$ cat src/rtl/mux2_rr_arbiter_if.sv
// Shared-channel bundle for the two-requester round-robin arbiter.
// master: the producer/consumer side (drives requests, data, ready).
// slave : the arbiter side (drives acks, shared data/valid, select, busy).
interface mux2_rr_arbiter_if #(
    parameter int DW = 2
);
    logic          x_req;
    logic [DW-1:0] x_data;
    logic          x_ack;
    logic          y_req;
    logic [DW-1:0] y_data;
    logic          y_ack;
    logic [DW-1:0] m_data;
    logic          m_valid;
    logic          m_ready;
    logic          s;
    logic          busy;

    modport master (
        output x_req, x_data, y_req, y_data, m_ready,
        input  x_ack, y_ack, m_data, m_valid, s, busy
    );

    modport slave (
        input  x_req, x_data, y_req, y_data, m_ready,
        output x_ack, y_ack, m_data, m_valid, s, busy
    );
endinterface

$ cat src/rtl/mux2_rr_arbiter.sv
// Round-robin arbiter sharing one DW-bit valid/ready channel between
// requesters X and Y. Drives the 2:1 data mux select and the handshake,
// capping each ownership period at MAX_BEATS transfers while the other
// side waits. Ownership changes only on a transfer or when the owner
// drops its request, so a beat is never preempted.
module mux2_rr_arbiter #(
    parameter int DW        = 2,
    parameter int MAX_BEATS = 4
) (
    input logic              clk,
    input logic              rst_n,
    mux2_rr_arbiter_if.slave bus
);

    localparam int CW = (MAX_BEATS > 1) ? $clog2(MAX_BEATS) : 1;
    localparam logic [CW-1:0] LAST_BEAT = CW'(MAX_BEATS - 1);

    // A zero-beat quota would never let the owner transfer anything.
    if (MAX_BEATS < 1) begin : g_bad_param
        $error("mux2_rr_arbiter: MAX_BEATS must be >= 1");
    end

    typedef enum logic [1:0] {
        IDLE  = 2'd0,
        OWN_X = 2'd1,
        OWN_Y = 2'd2
    } state_t;

    // last_q: 0 = X owned last, 1 = Y owned last
    state_t        state_q, state_nx;
    logic          s_q, s_nx;
    logic          last_q, last_nx;
    logic [CW-1:0] cnt_q, cnt_nx;

    logic          mv, xa, ya;

    // State register; reset leaves Y as last owner so X wins the first tie.
    always_ff @(posedge clk or negedge rst_n) begin
        if (!rst_n) begin
            state_q <= IDLE;
            s_q     <= 1'b0;
            last_q  <= 1'b1;
            cnt_q   <= '0;
        end else begin
            state_q <= state_nx;
            s_q     <= s_nx;
            last_q  <= last_nx;
            cnt_q   <= cnt_nx;
        end
    end

    // Next-state and handshake outputs; stalls (owner req high, ready low)
    // fall through the defaults and hold everything.
    always_comb begin
        state_nx = state_q;
        s_nx     = s_q;
        last_nx  = last_q;
        cnt_nx   = cnt_q;
        mv       = 1'b0;
        xa       = 1'b0;
        ya       = 1'b0;

        case (state_q)
            IDLE: begin
                // Tie goes to whichever side did not own last.
                if (bus.x_req && (!bus.y_req || last_q)) begin
                    state_nx = OWN_X;
                    s_nx     = 1'b0;
                    cnt_nx   = '0;
                end else if (bus.y_req) begin
                    state_nx = OWN_Y;
                    s_nx     = 1'b1;
                    cnt_nx   = '0;
                end
            end

            OWN_X: begin
                mv = bus.x_req;
                xa = bus.x_req & bus.m_ready;
                if (!bus.x_req) begin
                    // Owner done or aborted: hand over directly or go idle.
                    last_nx = 1'b0;
                    cnt_nx  = '0;
                    if (bus.y_req) begin
                        state_nx = OWN_Y;
                        s_nx     = 1'b1;
                    end else begin
                        state_nx = IDLE;
                    end
                end else if (bus.m_ready) begin
                    if (cnt_q == LAST_BEAT) begin
                        // Quota used up: yield if Y waits, else start a fresh quota.
                        cnt_nx = '0;
                        if (bus.y_req) begin
                            state_nx = OWN_Y;
                            s_nx     = 1'b1;
                            last_nx  = 1'b0;
                        end
                    end else begin
                        cnt_nx = cnt_q + CW'(1);
                    end
                end
            end

            OWN_Y: begin
                mv = bus.y_req;
                ya = bus.y_req & bus.m_ready;
                if (!bus.y_req) begin
                    last_nx = 1'b1;
                    cnt_nx  = '0;
                    if (bus.x_req) begin
                        state_nx = OWN_X;
                        s_nx     = 1'b0;
                    end else begin
                        state_nx = IDLE;
                    end
                end else if (bus.m_ready) begin
                    if (cnt_q == LAST_BEAT) begin
                        cnt_nx = '0;
                        if (bus.x_req) begin
                            state_nx = OWN_X;
                            s_nx     = 1'b0;
                            last_nx  = 1'b1;
                        end
                    end else begin
                        cnt_nx = cnt_q + CW'(1);
                    end
                end
            end

            default: begin
                state_nx = IDLE;
                s_nx     = 1'b0;
                cnt_nx   = '0;
            end
        endcase
    end

    assign bus.m_valid = mv;
    assign bus.x_ack   = xa;
    assign bus.y_ack   = ya;
    assign bus.s       = s_q;
    assign bus.busy    = (state_q != IDLE);
    assign bus.m_data  = s_q ? bus.y_data : bus.x_data;

endmodule
$ cat src/flat_wrapper.sv
// flat-port wrapper written by rule: the top's interface ports become plain ports
module mux2_rr_arbiter_flat 
#(
    parameter int DW        = 2,
    parameter int MAX_BEATS = 4
)
  (clk, rst_n, bus_x_req, bus_x_data, bus_y_req, bus_y_data, bus_m_ready, bus_x_ack, bus_y_ack, bus_m_data, bus_m_valid, bus_s, bus_busy);
  mux2_rr_arbiter_if #(.DW(DW)) bus_i ();
  input logic clk;
  input logic rst_n;
  input wire logic [$bits(bus_i.x_req)-1:0] bus_x_req;
  input wire logic [$bits(bus_i.x_data)-1:0] bus_x_data;
  input wire logic [$bits(bus_i.y_req)-1:0] bus_y_req;
  input wire logic [$bits(bus_i.y_data)-1:0] bus_y_data;
  input wire logic [$bits(bus_i.m_ready)-1:0] bus_m_ready;
  output wire logic [$bits(bus_i.x_ack)-1:0] bus_x_ack;
  output wire logic [$bits(bus_i.y_ack)-1:0] bus_y_ack;
  output wire logic [$bits(bus_i.m_data)-1:0] bus_m_data;
  output wire logic [$bits(bus_i.m_valid)-1:0] bus_m_valid;
  output wire logic [$bits(bus_i.s)-1:0] bus_s;
  output wire logic [$bits(bus_i.busy)-1:0] bus_busy;
  assign bus_i.x_req = bus_x_req;
  assign bus_i.x_data = bus_x_data;
  assign bus_i.y_req = bus_y_req;
  assign bus_i.y_data = bus_y_data;
  assign bus_i.m_ready = bus_m_ready;
  assign bus_x_ack = bus_i.x_ack;
  assign bus_y_ack = bus_i.y_ack;
  assign bus_m_data = bus_i.m_data;
  assign bus_m_valid = bus_i.m_valid;
  assign bus_s = bus_i.s;
  assign bus_busy = bus_i.busy;
  mux2_rr_arbiter #(.DW(DW), .MAX_BEATS(MAX_BEATS)) u_core (.clk(clk), .rst_n(rst_n), .bus(bus_i));
endmodule
$ cat config.mk
export PLATFORM = sky130hd
export DESIGN_NAME = mux2_rr_arbiter_flat
export DESIGN_NICKNAME = d
export VERILOG_FILES = /design/src/rtl/mux2_rr_arbiter_if.sv /design/src/rtl/mux2_rr_arbiter.sv /design/src/flat_wrapper.sv
export SDC_FILE = /design/constraint.sdc
export NUM_CORES = 1
export LEC_CHECK = 0
export ABC_AREA = 1
export CORE_MARGIN = 4
export CORE_UTILIZATION = 52
export DETAILED_ROUTE_END_ITERATION = 8
export HOLD_SLACK_MARGIN = 0.03
export PLACE_DENSITY = 0.83
export SETUP_SLACK_MARGIN = 0.15
export SKIP_CTS_REPAIR_TIMING = 1
export SLEW_MARGIN = 10
export SYNTH_ARGS = -nofsm -noshare
export SYNTH_HDL_FRONTEND = slang
export SYNTH_SLANG_ARGS = --single-unit
$ cat constraint.sdc
create_clock -name clk -period 2.7 [get_ports clk]
set_input_delay 0.54 -clock clk [delete_from_list [all_inputs] [get_ports clk]]
set_output_delay 0.54 -clock clk [all_outputs]
set_load 0.005 [all_outputs]
==> results of run 1 <==
==> per-stage QoR <==
stage	utilization	hold WS, ns
floorplan	-	0.2444
global placement	0.7201	0.5613
detailed placement	0.7201	0.5753
CTS	0.7425	0.5356
global route	0.7479	0.5446
finish	0.7479	0.5349
==> kinds of logic after synthesis <==
family | count (synthesis) | synth area share
and+or+nand+nor | 59 | 0.3904
buffers and inverters | 21 | 0.1326
AOI/OAI and AO/OA | 13 | 0.1252
adders and majority gates | 7 | 0.1289
DFF | 6 | 0.2228
==> cells in the final DEF (no fill, tap or decap), drive strengths merged <==
cell type,count
o211ai,2
dfstp,1
nand3,10
dfrtp,5
ha,7
a21o,2
buf,2
clkbuf,4
o21ai,3
a21oi,3
nor3,1
o21bai,1
nand2,38
o22ai,1
a21boi,1
nand4,1
nor2,9
clkdlybuf4s50,15
inv,19
==> routing by layer <==
layer | up-vias | track usage | part of all wire
li1 | 372 | - | -
met1 | 307 | 0.2315 | 0.43
met2 | 35 | 0.3256 | 0.49
met3 | 0 | 0.04878 | 0.079
met4 | 0 | 0.05422 | 0
met5 | - | 0 | 0
==> sequential cells by signal (all words and copies together) (netlist names) <==
name,count
u_core.cnt_q,2
u_core.state_q,2
u_core.bus.s,1
u_core.last_q,1
==> path summary, 6_finish.rpt <==
| check | to | slack, ns | cells after the start |
|---|---|---|---|
| min in group clk | u_core.state_q[1]$_DFFE_PN0P_ | 0.57 | 2 |
| max reg2reg | u_core.state_q[1]$_DFFE_PN0P_ | 1.23 | 9 |
| min | u_core.bus.s$_DFFE_PN0P_ | 0.53 | 1 |
| max | bus_y_ack | 0.23 | 4 |
| min reg2reg | u_core.state_q[1]$_DFFE_PN0P_ | 0.57 | 2 |
| max in group asynchronous | u_core.last_q$_DFFE_PN1P_ | 1.90 | 1 |
==> area by class of cell <==
| cell class | count | area [um^2] |
|---|---|---|
| well taps | 14 | 17.52 |
| inverters | 19 | 71.32 |
| multi-input cells | 79 | 442.9 |
| clock buffers | 4 | 26.28 |
| flip-flops and latches | 6 | 152.6 |
| fillers | 107 | 295.3 |
| repair buffers | 17 | 165.2 |
==> power by group through the flow <==
| stage | sequential (W) | clock (W) | combinational [W] |
|---|---|---|---|
| floorplan | 0.000155 | 0 | 0.000331 |
| global placement | 0.000163 | 0 | 0.000463 |
| detailed placement | 0.000164 | 0 | 0.000472 |
| CTS | 0.000162 | 0.0000918 | 0.000477 |
| global route | 0.000173 | 0.000100 | 0.000548 |
| finish | 0.000165 | 0.0000881 | 0.000478 |
==> results.yml, run 1 <==
run_status:
  status: "completed"
detailed_routing:
  finalWirelength_um: 1565
  dr.pass1.iters: 4
  post_drt_wl_per_cell_um: 11.26
  drc_errors: 0
  ant_nets: 0
  vias_per_cell: 5.137
  num_vias: 714
  drtIter0Drc: 23
finish:
  nets: 142
  drive_gt1_frac: 0.1760
  layoutNonFillerInstCount: 139
  area_growth_pct: 28.91
  diodes: 0
  fin_area_um2: 875.8
power_and_ir_drop:
  intPower_w: 0.0003975
  clockPowerShare: 0.121
  comb_power_share: 0.654
  sequentialPowerShare: 0.226
  total_power_w: 0.0007313
  p_sw_frac: 0.4565
  switchingPower_w: 0.0003338
  ir_drop_uv: 476.2
  leakage_nw: 0.4784
  power.density_nw_per_um2: 834.9
sta:
  timing.fmax_mhz: 405.5
  hold_viol: 0
  tightest_slew_ns: 0.2664
  max_slew_margin: 0.8218
  fin_crit_ns: 2.466
  setup_tns_ns: 0
  report.final.slew_viol_count: 0
  fin_crit_sh: 0.9135
  grt_setup_unrepaired: "false"
  setup_viol: 0
  finClkSkew_ns: 0.002204
  setup_ws_ns: 0.2336
worst_setup_path:
  path_class: "in2out"
  start_kind: "input pin"
  cpMostUsedCell: "clkdlybuf4s50_1"
  rr_startpoint: "u_core.state_q[1]$_DFFE_PN0P_"
  worst_ep_required_time_ns: 2.16
  critPathTopFamily: "buffers and inverters"
  crit_buf_inv: 3
  critical_path.endpoint_type: "output port"
  cp-startpoint: "bus_m_ready"
  path_max_fanout: 5
  slowest_delay_ns: 0.54
  cp_slowest_cell: "clkdlybuf4s50_1"
  arrival_ns: 1.93
  crit_chain: "clkdlybuf4s50_1 > inv_1 > nor3_1 > clkdlybuf4s50_1"
clock_tree:
  cts-root-buf: "clkbuf_4"
  htreeDepth: 1
  clk_latency_ns: 0.24
  clockBufferDepth: 2
  clk_pin_slew_ns: 0.05
  cts_tree: "built"
  numCtsBuffers: 3
  cts.sinks: 6
synthesis:
  yosysUniqueCellTypes: 24
  yosys_most_used_dff: "dfrtp_1"
  yosys-top-cells-count: "nand2_1, inv_1, nand3_1, nor2_1, ha_1"
  ys_seq_elements: 6
  syn-cell-area_um2: 679.4
  yosys.area.top_type_share: 0.1842
  synthMostInstantiatedCell: "nand2_1"
  synth_edf_count: 0
  ys_warn_count: 0
  seq_area_frac_synth: 0.2228
  syn_avg_cell_area_um2: 6.409
  syn_nets: 122
  synth_area_leader_cell: "dfrtp_1"
  synthCells: 106
  async_flop_share: 1.000
  synthTopCellsByArea: "dfrtp_1, nand2_1, ha_1"
place:
  port-buffer-count: 15
  place_area_um2: 843.3
  dp_hpwl_um: 1314
  dp.cells: 135
  place_ws_ns: 0.2659
  gp_congestion: 0.8805
grt:
  grt_antenna_before_repair: 0
  overflow: 0
  grt_pass1_vias: 654
  grt_max_degree: 10
  grt_pass1_wl_um: 2766
  grtUsageTotal: 0.1896
run:
  maxCapViolCount: 0
floorplanning:
  coreArea_um2: 1171
  start_util: 0.5801
  die_h_um: 44.15
  die_x_um: 44.15
  fp-row-count: 12
  die-area_um2: 1949
  io_pins: 16
hold_path:
  hold_class: "in2async"
No activity file was read; power rests on OpenSTA's default activity.
==> inputs of run 2 (changes only) <==
Settings changed: PLACE_DENSITY 0.83 to 0.88, SLEW_MARGIN 10 to 20.
==> results.yml, run 2 (synthesis gave the netlist of run 1 again) <==
run_status:
  status: "completed"
worst_setup_path:
  crit_chain: "inv_1 > ha_2 > nand2_1 > a21boi_2 > clkdlybuf4s50_1"
  start_kind: "flip-flop"
  arrival_ns: 1.92
  r2r_slack_ns: 1.16
  rr_startpoint: "u_core.state_q[0]$_DFFE_PN0P_"
  path_class: "reg2out"
  crit-reg2reg-capture: "u_core.state_q[1]$_DFFE_PN0P_"
  reg2reg_depth: 10
  worst_ep_required_time_ns: 2.16
  slowest_delay_ns: 0.52
  cp-startpoint: "u_core.state_q[0]$_DFFE_PN0P_"
  critical_path.endpoint_type: "output port"
  path_max_fanout: 6
  cp_slowest_cell: "clkdlybuf4s50_1"
  crit_end: "bus_m_valid"
detailed_routing:
  finalWirelength_um: 1597
  num_vias: 738
  drc_errors: 0
  vias_per_cell: 5.309
  ant_nets: 0
  drtIter0Drc: 24
  dr.pass1.iters: 4
  post_drt_wl_per_cell_um: 11.49
finish:
  reg.largest.list: "u_core.cnt_q (2), u_core.state_q (2)"
  final_cell_mix: "nand2_1, inv_1, clkdlybuf4s50_1"
  diodes: 0
  drive_gt1_frac: 0.1680
  final_util: 0.7521
  nets: 142
  layout_commonest_cell: "nand2_1"
  area_growth_pct: 29.65
grt:
  grt_antenna_before_repair: 0
  overflow: 0
  grt_pass1_wl_um: 2711
  grt_pass1_vias: 707
  grt_max_degree: 8
  grtUsageTotal: 0.1861
sta:
  report.final.slew_viol_count: 0
  max_slew_margin: 0.8151
  setup_viol: 0
  setup_tns_ns: 0
  tightest_slew_ns: 0.2765
  fin_crit_sh: 0.9116
  timing.fmax_mhz: 406.3
  hold_viol: 0
  grt_setup_unrepaired: "false"
  finClkSkew_ns: 0.003883
  fin_crit_ns: 2.461
clock_tree:
  numCtsBuffers: 3
  clk_pin_slew_ns: 0.05
  cts.sinks: 6
  clk_latency_ns: 0.25
  clockBufferDepth: 2
  cts_tree: "built"
  htreeDepth: 1
  cts-root-buf: "clkbuf_4"
place:
  port-buffer-count: 15
  gp_congestion: 0.9035
  dp_hpwl_um: 1272
power_and_ir_drop:
  ir_drop_uv: 466.6
  clockPowerShare: 0.125
  sequentialPowerShare: 0.218
  power.density_nw_per_um2: 841.1
  comb_power_share: 0.657
  leakage_nw: 0.4899
  intPower_w: 0.0003999
  p_sw_frac: 0.4602
  switchingPower_w: 0.0003409
floorplanning:
  die_x_um: 44.15
  coreArea_um2: 1171
  die-area_um2: 1949
  io_pins: 16
  die_h_um: 44.15
  fp-row-count: 12
  start_util: 0.5801
run:
  maxCapViolCount: 0
hold_path:
  hold_class: "in2async"
## run 2: power by group through the flow
stage	Clock [W]	Combinational, W	Sequential [W]
3_3_place_gp	0	0.000456	0.000161
2_1_floorplan	0	0.000331	0.000155
4_1_cts	0.0000934	0.000473	0.000161
6_report	0.0000928	0.000487	0.000162
3_5_place_dp	0	0.000467	0.000162
5_1_grt	0.000103	0.000555	0.000168
## run 2: final cells by class
| class | instances | area, um^2 |
|---|---|---|
| fill | 102 | 290.3 |
| inverter | 19 | 71.32 |
| clock buffer | 4 | 26.28 |
| sequential | 6 | 151.4 |
| tap | 14 | 17.52 |
| timing repair buffer | 17 | 167.7 |
| multi-input combinational | 79 | 446.7 |
## run 2: stage by stage
step | hold slack, ns | instances | cell area (um^2) | setup slack [ns] | power (W)
final | 0.5305 | 139 | 880.8 | 0.2386 | 0.0007409
after global routing | 0.5353 | 139 | 880.8 | 0.1465 | 0.0008261
after CTS | 0.5343 | 139 | 869.6 | 0.06548 | 0.0007273
after detailed placement | 0.5711 | 135 | 843.3 | 0.1756 | 0.0006287
after global placement | 0.5598 | 135 | 843.3 | 0.1876 | 0.0006173
after floorplan | 0.2444 | 106 | 679.4 | 1.108 | 0.0004851
## run 2: how the worst min path moves through the flow
stage	start	end	slack (ns)	depth (start not counted)
after floorplan	rst_n	u_core.bus.s$_DFFE_PN0P_	0.24	0
after global routing	rst_n	u_core.bus.s$_DFFE_PN0P_	0.54	1
after detailed placement	u_core.last_q$_DFFE_PN1P_	u_core.last_q$_DFFE_PN1P_	0.57	3
after global placement	u_core.cnt_q[0]$_DFFE_PN0P_	u_core.cnt_q[0]$_DFFE_PN0P_	0.56	4
final	rst_n	u_core.bus.s$_DFFE_PN0P_	0.53	1
after CTS	rst_n	u_core.bus.s$_DFFE_PN0P_	0.53	1
## run 2: critical path, delay by kind of cell (launching register included)
| kind | cells | cell delay, ns |
|---|---|---|
| adder cells (fa/ha/maj) | 1 | 0.25 |
| AND/OR/NAND/NOR | 1 | 0.13 |
| buffers and inverters | 2 | 0.67 |
| AO/OA/AOI/OAI | 1 | 0.20 |
| flip-flops | 1 | 0.43 |
## run 2: routing by layer
| metal | vias to the layer above | share of wire | track usage |
|---|---|---|---|
| li1 | 369 | - | - |
| met1 | 341 | 0.43 | 0.2039 |
| met2 | 26 | 0.48 | 0.3140 |
| met3 | 2 | 0.081 | 0.08537 |
| met4 | 0 | 0.0088 | 0.06627 |
| met5 | - | 0 | 0 |
==> inputs of run 3 (changes only) <==
Settings changed: CTS_CLUSTER_SIZE set to 20, TNS_END_PERCENT set to 5.
==> results of run 3 <==
The final DEF is identical to that of run 2; final timing and power are the same.
